**config.mk**
```make
export PLATFORM = sky130hd
export DESIGN_NAME = strobe_capture_bank_flat
export DESIGN_NICKNAME = d
export VERILOG_FILES = /design/src/rtl/strobe_capture_bank_if.sv /design/src/rtl/strobe_capture_bank.sv /design/src/flat_wrapper.sv
export SDC_FILE = /design/constraint.sdc
export NUM_CORES = 1
export LEC_CHECK = 0
export ABC_AREA = 1
export CORE_MARGIN = 2
export CORE_UTILIZATION = 58
export DETAILED_ROUTE_END_ITERATION = 6
export PLACE_DENSITY = 0.94
export RECOVER_POWER = 50
export SLEW_MARGIN = 30
export SYNTH_ARGS = -nofsm -noshare
export SYNTH_HDL_FRONTEND = slang
export SYNTH_SLANG_ARGS = --single-unit
```
**constraint.sdc**
```tcl
create_clock -name clk -period 4.7 [get_ports clk]
set_clock_uncertainty 0.2 [all_clocks]
set_input_delay 0.94 -clock clk [delete_from_list [all_inputs] [get_ports clk]]
set_output_delay 0.94 -clock clk [all_outputs]
set_load 0.1 [all_outputs]
```
**src/rtl/strobe_capture_bank_if.sv**
```systemverilog
// Output port of the strobe capture bank: one captured word per valid/ready handshake.
//   out_valid  captured word presented (driven by bank)
//   out_ready  consumer accepts when out_valid & out_ready
//   out_data   captured word of the selected channel
//   out_ch     index of the selected channel
//   out_ovr    selected channel overran since its last read
interface strobe_capture_bank_if #(
  parameter int W  = 8,
  parameter int CW = 2
);
  logic          out_valid;
  logic          out_ready;
  logic [W-1:0]  out_data;
  logic [CW-1:0] out_ch;
  logic          out_ovr;

  modport master (output out_valid, out_data, out_ch, out_ovr, input out_ready);
  modport slave  (input out_valid, out_data, out_ch, out_ovr, output out_ready);
endinterface

```
**src/rtl/strobe_capture_bank.sv**
```systemverilog
// Multi-channel strobe capture bank. Each channel edge-detects its strobe in the clk
// domain, captures its data word into a hold register, and the bank presents held words
// one at a time on a valid/ready port with round-robin arbitration.
//   clk, reset  sole clock; asynchronous active-high reset
//   strb        per-channel strobe (synchronous to clk)
//   mode        per-channel fire mode: 00 level, 01 rise, 10 fall, 11 either edge
//   din         per-channel data, ch k = din[W*k +: W]
//   out_if      captured-word output port (valid/ready)
//   pend        per-channel hold-register-full flags

// One channel: edge detect, hold register, pending and overrun flags.
// hold_d/ovr_d are exported so the output stage can follow a capture into the
// presented channel without an extra cycle of staleness.
module strobe_capture_lane #(
  parameter int W = 8
) (
  input  logic         clk,
  input  logic         reset,
  input  logic         strb,
  input  logic [1:0]   mode,
  input  logic [W-1:0] din,
  input  logic         pop,
  output logic         pend_q,
  output logic [W-1:0] hold_d,
  output logic         ovr_d
);
  logic         strb_q;
  logic [W-1:0] hold_q;
  logic         ovr_q;
  logic         pend_d;
  logic         fire;

  always_comb begin
    fire = 1'b0;
    case (mode)
      2'b00:   fire = strb;
      2'b01:   fire = strb & ~strb_q;
      2'b10:   fire = ~strb & strb_q;
      default: fire = strb ^ strb_q;
    endcase
    hold_d = fire ? din : hold_q;
    // A fire coinciding with the pop of this channel refills it cleanly.
    pend_d = fire | (pend_q & ~pop);
    ovr_d  = fire ? (pend_q & ~pop) : (ovr_q & ~pop);
  end

  always_ff @(posedge clk or posedge reset) begin
    if (reset) begin
      strb_q <= 1'b0;
      hold_q <= '0;
      pend_q <= 1'b0;
      ovr_q  <= 1'b0;
    end else begin
      strb_q <= strb;
      hold_q <= hold_d;
      pend_q <= pend_d;
      ovr_q  <= ovr_d;
    end
  end
endmodule

module strobe_capture_bank #(
  parameter int W   = 8,
  parameter int NCH = 4,
  parameter int CW  = 2
) (
  input  logic                  clk,
  input  logic                  reset,
  input  logic [NCH-1:0]        strb,
  input  logic [2*NCH-1:0]      mode,
  input  logic [W*NCH-1:0]      din,
  strobe_capture_bank_if.master out_if,
  output logic [NCH-1:0]        pend
);
  typedef enum logic {IDLE, PRESENT} state_t;

  state_t        state_q, state_d;
  logic [CW-1:0] sel_q, sel_d;
  logic [CW-1:0] ptr_q, ptr_d;
  logic [W-1:0]  out_data_q, out_data_d;
  logic          out_ovr_q, out_ovr_d;

  logic [NCH-1:0] pop_vec;
  logic [W-1:0]   hold_d [NCH];
  logic [NCH-1:0] ovr_d;

  logic [CW-1:0] sel_nxt;
  logic [CW-1:0] idx;
  logic          found;

  for (genvar k = 0; k < NCH; k++) begin : g_lane
    strobe_capture_lane #(.W(W)) u_lane (
      .clk    (clk),
      .reset  (reset),
      .strb   (strb[k]),
      .mode   (mode[2*k +: 2]),
      .din    (din[W*k +: W]),
      .pop    (pop_vec[k]),
      .pend_q (pend[k]),
      .hold_d (hold_d[k]),
      .ovr_d  (ovr_d[k])
    );
  end

  // Handshake pops the presented channel.
  always_comb begin
    pop_vec = '0;
    if (state_q == PRESENT && out_if.out_ready) pop_vec[sel_q] = 1'b1;
  end

  // Round-robin: first pending channel at or after ptr, wrapping.
  always_comb begin
    found   = 1'b0;
    sel_nxt = '0;
    idx     = '0;
    for (int i = 0; i < NCH; i++) begin
      idx = CW'((int'(ptr_q) + i) % NCH);
      if (!found && pend[idx]) begin
        found   = 1'b1;
        sel_nxt = idx;
      end
    end
  end

  // Output data/ovr load next-state lane values so a capture in the select or
  // present cycle shows up one cycle later, matching the hold register.
  always_comb begin
    state_d    = state_q;
    sel_d      = sel_q;
    ptr_d      = ptr_q;
    out_data_d = out_data_q;
    out_ovr_d  = out_ovr_q;
    case (state_q)
      IDLE: begin
        if (found) begin
          state_d    = PRESENT;
          sel_d      = sel_nxt;
          out_data_d = hold_d[sel_nxt];
          out_ovr_d  = ovr_d[sel_nxt];
        end
      end
      default: begin
        out_data_d = hold_d[sel_q];
        out_ovr_d  = ovr_d[sel_q];
        if (out_if.out_ready) begin
          state_d = IDLE;
          ptr_d   = (sel_q == CW'(NCH-1)) ? '0 : sel_q + 1'b1;
        end
      end
    endcase
  end

  always_ff @(posedge clk or posedge reset) begin
    if (reset) begin
      state_q    <= IDLE;
      sel_q      <= '0;
      ptr_q      <= '0;
      out_data_q <= '0;
      out_ovr_q  <= 1'b0;
    end else begin
      state_q    <= state_d;
      sel_q      <= sel_d;
      ptr_q      <= ptr_d;
      out_data_q <= out_data_d;
      out_ovr_q  <= out_ovr_d;
    end
  end

  assign out_if.out_valid = (state_q == PRESENT);
  assign out_if.out_data  = out_data_q;
  assign out_if.out_ch    = sel_q;
  assign out_if.out_ovr   = out_ovr_q;
endmodule

```
**src/flat_wrapper.sv**
```systemverilog
// flat-port wrapper written by rule: the top's interface ports become plain ports
module strobe_capture_bank_flat 
#(
  parameter int W   = 8,
  parameter int NCH = 4,
  parameter int CW  = 2
)
  (clk, reset, strb, mode, din, pend, out_if_out_valid, out_if_out_data, out_if_out_ch, out_if_out_ovr, out_if_out_ready);
  strobe_capture_bank_if #(.W(W), .CW(CW)) out_if_i ();
  input  logic clk;
  input  logic reset;
  input  logic [NCH-1:0] strb;
  input  logic [2*NCH-1:0] mode;
  input  logic [W*NCH-1:0] din;
  output logic [NCH-1:0] pend;
  output wire logic [$bits(out_if_i.out_valid)-1:0] out_if_out_valid;
  output wire logic [$bits(out_if_i.out_data)-1:0] out_if_out_data;
  output wire logic [$bits(out_if_i.out_ch)-1:0] out_if_out_ch;
  output wire logic [$bits(out_if_i.out_ovr)-1:0] out_if_out_ovr;
  input wire logic [$bits(out_if_i.out_ready)-1:0] out_if_out_ready;
  assign out_if_out_valid = out_if_i.out_valid;
  assign out_if_out_data = out_if_i.out_data;
  assign out_if_out_ch = out_if_i.out_ch;
  assign out_if_out_ovr = out_if_i.out_ovr;
  assign out_if_i.out_ready = out_if_out_ready;
  strobe_capture_bank #(.W(W), .NCH(NCH), .CW(CW)) u_core (.clk(clk), .reset(reset), .strb(strb), .mode(mode), .din(din), .out_if(out_if_i), .pend(pend));
endmodule
```
==> summary.txt, run 1 <==
status: finished, final reports clean
critical path startpoint category: flip-flop
CTS tree: built
antenna violations before repair: 0
Post-Route Setup TNS: 0 ps
Critical R2R Capture: u_core.out_if.out_ovr
GR Util met1: 36.3%
worst slack at placement: 1050 ps
final hold violations: 0
Synth Register Bits: 58
worst vdd ir: 0.000731 V
Clock Sinks: 58
# Post-CTS Setup Buffers: 0
Initial Utilization: 59.7%
cells on worst reg2reg path: 12
Synth Cell Area: 3790 um^2
Synth Instances: 557
ys async rst share: 100%
worst min path class: flip-flop to flip-flop
LEAKAGE: 2.44 nW
RSZ-0062 raised after global routing: false
met3 Usage GRT: 7.00%
largest net degree at the start of global routing: 39
Die X: 84.9 um
post-synthesis cell type count: 26
Core Box Area: 6350 um^2
DPL Wire Length: 7280 um
Crit Path Category: flip-flop to flip-flop
slack of the critical path: 1190 ps
Final Non-Filler Cells: 692
Worst R2R Start: u_core.out_if.out_ch[0]
Top Ports: 63
ys flop type: dfrtp_1
gpl congestion: 0.895
Final period util: 74.6%
total CTS buffers: 9
yosys warns: 0
htree depth: 3
Worst Tran Pin Value: 1450 ps
GRT Util Overall: 29.5%
area of the multi-input gates: 1820 um^2
Initial DRC Count: 420
Synth area leaders: dfrtp_1, nand2_1, inv_1
commonest non-fill, non-tap cell in the layout: nand2_1
Reg area: 1450 um^2
syn avg cell area: 6.81 um^2
root buf cell: clkbuf_8
area share of the largest cell type after synthesis: 38.3%
diode count: 0
Post-synth EDFFs: 0
clock latency on the worst-skew pair: 350 ps
Critical Path Fanout Max: 22
Resized Gates After CTS: 0
die extent in y: 84.9 um
min Tclk post-route: 3510 ps
clk buf depth: 2
hold path depth: 2
layout cells sized above 1: 4.88%
max-slew violation count: 0
max_slew headroom: 3.43%
flop2flop setup slack: 1190 ps
most frequent cells in the layout: nand2_1, inv_1, dfrtp_1
Finish-stage setup viols: 0
crit path DAT: 3550 ps
Yosys top cell by area: dfrtp_1
P&R area growth vs syn: 21.6%
fillers: 494
vias in the first global route: 3,679
Port Buffers: 62
Seq/Total Area, Yosys: 38.3%
die area: 7200 um^2
Max Cap Viol: 0
First-pass DRT Iterations: 5
Final #Nets: 669
post-route ant nets: 0
Residual DRC: 0
site row count: 29
clock-pin slew of the registers on the worst-case setup and hold paths: 70 ps
GRT overflow: 0
WHS Endpoint: u_core.g_lane[3].u_lane.hold_q[2]
crit path launch: u_core.out_if.out_ch[0]
Critical Path RT: 4740 ps
Pwr Density: 654 nW/um^2
first-pass GRT wire length: 16,700 um
HP Start: u_core.g_lane[3].u_lane.hold_q[2]
Cells after DPL: 676
cts hold-fix bufs: 0
vias: 3,923
GR peak layer: met2
GR Layer Usage met2: 51.1%
CP Capture Type: flip-flop
Total Wirelength: 10,300 um
Routed WL per cell: 14.9 um
Mapped Nets: 616
maximum clock rate: 285 MHz
vias per cell: 5.67
worst max path at each step:
stage                                endpoint  slack (ps)  depth (start not counted)
floorplan               u_core.out_if.out_ovr        1850                         13
global placement    u_core.out_if.out_data[5]        1150                         12
detailed placement  u_core.out_if.out_data[5]        1050                         12
CTS                          out_if_out_ch[1]        1290                          1
global route        u_core.out_if.out_data[4]         790                          3
finish                  u_core.out_if.out_ovr        1190                         12
flip-flops by register name, indices dropped and copies added, names as in the netlist:
name	cells
u_core.out_if.out_ch	2
u_core.out_if.out_ovr	1
u_core.ptr_q	2
u_core.out_if.out_valid	1
u_core.g_lane.u_lane.strb_q	4
u_core.g_lane.u_lane.pend_q	4
u_core.out_if.out_data	8
u_core.g_lane.u_lane.hold_q	32
u_core.g_lane.u_lane.ovr_q	4
critical path, stage by stage, from the launching register on:
cell and delay (ps):
dfrtp_1 400, clkbuf_1 460, inv_1 760, ha_1 260
inv_1 50, o21ai_0 230, inv_1 80, o21ai_0 410
nand2_1 110, nand3_1 100, nand2_1 70, a21boi_0 170
nand2_1 70
synth_stat cells, drive strengths merged, types with 7 or more instances:
library cell  count
a21boi            9
buf              13
clkbuf            9
dfrtp            58
ha               12
inv             101
nand2           226
nand3            57
nand4            12
nor2              7
o211ai           11
o21ai            33
metal layers:
layer / up-vias / share of wire, %
met1: 1811 / 38
li1: 1838 / -
met3: 48 / 8.5
met2: 226 / 51
met5: - / 0
met4: 0 / 2.7
layout make-up:
cell class	count	area share (%)
flip-flops and latches	58	31.5
repair buffers	64	13.6
inverters	101	8.33
clock inverters	4	1.60
well taps	77	2.09
multi-input cells	376	39.5
clock buffers	12	3.37
power by group:
part | total (W) | internal [W] | switching (W) | leakage (nW)
clock | 0.000540 | 0.000328 | 0.000213 | 0.117
sequential | 0.000736 | 0.000628 | 0.000108 | 0.660
combinational | 0.00174 | 0.000468 | 0.00127 | 1.67
logic make-up after synthesis:
family / synth area share, %
compound gates: 8.84
fa+ha+maj: 3.96
buf+inv: 13.5
flops: 38.3
simple gates: 35.4
stage by stage:
| step | util [%] | area [um^2] | hold WS (ps) | total power [W] |
|---|---|---|---|---|
| 2_1_floorplan | - | 3790 | 256 | 0.00207 |
| 3_3_place_gp | 69.2 | 4400 | 273 | 0.00238 |
| 3_5_place_dp | 69.2 | 4400 | 281 | 0.00243 |
| 4_1_cts | 72.8 | 4620 | 297 | 0.00298 |
| 5_1_grt | 72.6 | 4610 | 336 | 0.00318 |
| 6_report | 72.6 | 4610 | 299 | 0.00301 |
Power figures use the tool's default switching activity.
==> inputs of run 2 (changes only) <==
--- a/config.mk
+++ b/config.mk
@@ -7,9 +7,9 @@
 export LEC_CHECK = 0
 export ABC_AREA = 1
 export CORE_MARGIN = 2
-export CORE_UTILIZATION = 58
+export CORE_UTILIZATION = 49
 export DETAILED_ROUTE_END_ITERATION = 6
-export PLACE_DENSITY = 0.94
+export PLACE_DENSITY = 0.85
 export RECOVER_POWER = 50
 export SLEW_MARGIN = 30
 export SYNTH_ARGS = -nofsm -noshare
==> constraint.sdc (replaced) <==
create_clock -name clk -period 3.2 [get_ports clk]
set_clock_uncertainty 0.2 [all_clocks]
set_input_delay 0.64 -clock clk [delete_from_list [all_inputs] [get_ports clk]]
set_output_delay 0.64 -clock clk [all_outputs]
set_load 0.1 [all_outputs]
==> run 2 against run 1 <==
Sequential cell count unchanged. Cell area decreased by 0.11%. Global-route usage decreased by 5.1 points. Die area increased by 17%. Register-to-register slack lost 570 ps. Critical path type is now input port to flip-flop. Sequential power rose by 44%. Combinational power rose by 45%. Clock-buffer cell count up 2. Clock power rose by 17%. Hold slack worse by 3.1 ps. Setup slack worse by 790 ps.
==> summary.txt, run 2 (same netlist as run 1, synthesis figures left out) <==
status: finished, final reports clean
# Post-CTS Setup Buffers: 0 (unchanged)
GRT overflow: 0 (unchanged)
Post-Route Setup TNS: 0 ps (unchanged)
Max Cap Viol: 0 (unchanged)
P_sw: 0.00228 W (+44%)
max-slew violation count: 0 (unchanged)
P&R area growth vs syn: 21.5%
largest net degree at the start of global routing: 32 (-18%)
Die X: 92.0 um (+8.4%)
commonest non-fill, non-tap cell in the layout: nand2_1
Top Ports: 63 (unchanged)
Clock Sinks: 58 (unchanged)
Final period util: 87.3%
clk buf depth: 2 (unchanged)
max_slew headroom: 16.3% (+13 points)
vias per cell: 5.22 (-7.9%)
die extent in y: 92.0 um (+8.4%)
clock latency on the worst-skew pair: 340 ps (about the same)
htree depth: 3 (unchanged)
Port Buffers: 62 (unchanged)
CP Capture Type: flip-flop
maximum clock rate: 358 MHz
LEAKAGE: 2.46 nW (+0.73%)
max reg flops: 32 (unchanged)
Worst Tran Pin Value: 1250 ps (-193 ps)
diode count: 0 (unchanged)
first-pass GRT wire length: 16,400 um (-1.3%)
site row count: 32 (+10%)
Critical Path RT: 3230 ps (-1510 ps)
combinational group share of total power: 59.9% (+2.3 points)
worst vdd ir: 0.000632 V (-14%)
RSZ-0062 raised after global routing: false
Biggest register: u_core.g_lane.u_lane.hold_q
cts hold-fix bufs: 0 (unchanged)
DPL Wire Length: 7180 um (-1.4%)
worst min path class: flip-flop to flip-flop
Initial Utilization: 49.8% (-9.9 points)
WP buf/inv: 2 (-2)
most frequent cells in the layout: nand2_1, inv_1, dfrtp_1
CTS tree: built
crit-path cells: clkdlybuf4s50_1, inv_1, ha_1, nand2_1, o211ai_1, nand2_1, o21ai_0, nand2_1, nand3_1, nand2_1, a21boi_0, nand2_1
delay-heaviest family, CP: simple AND/OR/NAND/NOR gates
final hold violations: 0 (unchanged)
GRT Util Overall: 24.5% (-5.1 points)
total CTS buffers: 9 (unchanged)
layout cells sized above 1: 8.37% (+3.5 points)
Final #Nets: 675 (+0.90%)
critical path startpoint category: input port
vias in the first global route: 3,582 (-2.6%)
Sw Ratio: 54.1% (+1.3 points)
die area: 8460 um^2 (+17%)
Pwr Density: 917 nW/um^2 (+40%)
post-route ant nets: 0 (unchanged)
clock-pin slew of the registers on the worst-case setup and hold paths: 60 ps (about the same)
Total Wirelength: 9850 um (-4.6%)
Core Box Area: 7610 um^2 (+20%)
internal power: 0.00194 W (+36%)
Finish-stage setup viols: 0 (unchanged)
root buf cell: clkbuf_8
vias: 3,774 (-3.8%)
gpl congestion: 0.899 (+0.37%)
Routed WL per cell: 13.6 um (-8.7%)
crit path DAT: 2820 ps (-730 ps)
Initial DRC Count: 258 (-39%)
Resized Gates After CTS: 0 (unchanged)
antenna violations before repair: 0 (unchanged)
Critical Path Fanout Max: 13 (-41%)
total power draw: 0.00422 W (+40%)
Slowest-stage cell, CP: clkdlybuf4s50_1
Critical Path Most Common Cell: nand2_1
Residual DRC: 0 (unchanged)
First-pass DRT Iterations: 5 (unchanged)
slowest stage delay, CP: 520 ps (-240 ps)
Sequential Power Share: 25.1% (+0.7 points)
Crit Path Category: input port to flip-flop
min Tclk post-route: 2790 ps
Clock power frac: 15.0% (-2.9 points)
## run 2: cell count changes in the layout (fill, tap and decap cells not counted), moves of 2 or more
| cell | before | now |
|---|---|---|
| clkdlybuf4s50_1 | 56 | 43 |
| buf_4 | 0 | 21 |
| bufinv_16 | 2 | 0 |
| dlygate4sd3_1 | 6 | 3 |
## run 2: worst reg2reg max path, cell delays in order, from the launching register on
cell      delay, ps
dfrtp_1         700
nand2_1         320
o21ai_0         300
inv_1            60
o21ai_0         380
nand2_1         120
nand3_1         100
nand2_1          60
a21boi_0        160
nand2_1          70
## run 2: path summary, 6_finish.rpt
| check | end | depth (start not counted) | from | slack, ps |
|---|---|---|---|---|
| setup / recovery | u_core.out_if.out_data[3] | 12 | strb[0] | 410 |
| max in group asynchronous | u_core.out_if.out_data[0] | 3 | reset | 560 |
| hold reg to reg | u_core.g_lane[3].u_lane.hold_q[2] | 2 | u_core.g_lane[3].u_lane.hold_q[2] | 300 |
| hold / removal | u_core.g_lane[3].u_lane.hold_q[2] | 2 | u_core.g_lane[3].u_lane.hold_q[2] | 300 |
| min in group asynchronous | u_core.g_lane[3].u_lane.strb_q | 2 | reset | 870 |
| setup reg to reg | u_core.out_if.out_ovr | 9 | u_core.out_if.out_valid | 620 |
## run 2: area by class of cell
cell class / count / area (um^2)
fill: 707 / 3000
multi-input combinational: 376 / 1830
sequential: 58 / 1450
timing repair buffer: 70 / 631
inverter: 101 / 384
clock buffer: 14 / 173
tap: 102 / 128
clock inverter: 2 / 10.0
## run 2: per-layer routing
metal  GRT usage, %  share of wire [%]  vias to the layer above
met1           31.3                 42                     1731
met5              0                  0                        -
met4           11.8                2.4                        0
met3           3.70                6.9                       25
li1               -                  -                     1858
met2           40.7                 49                      160
## run 2: stage by stage
| stage | util [%] | setup slack [ps] | hold WS, ps | area, um^2 | std cells |
|---|---|---|---|---|---|
| final | 60.5 | 406 | 296 | 4600 | 723 |
| after global routing | 60.5 | 113 | 315 | 4600 | 723 |
| after CTS | 60.8 | 417 | 298 | 4630 | 723 |
| after detailed placement | 58.4 | 67.8 | 279 | 4440 | 707 |
| after global placement | 58.4 | 150 | 271 | 4440 | 707 |
| after floorplan | - | 346 | 256 | 3790 | 557 |
## run 2: power by group through the flow
stage / Combinational (W) / Sequential (W) / Clock [W]
floorplan: 0.00151 / 0.00153 / 0
global placement: 0.00244 / 0.00106 / 0
detailed placement: 0.00250 / 0.00107 / 0
CTS: 0.00252 / 0.00106 / 0.000631
global route: 0.00276 / 0.00108 / 0.000668
finish: 0.00253 / 0.00106 / 0.000631
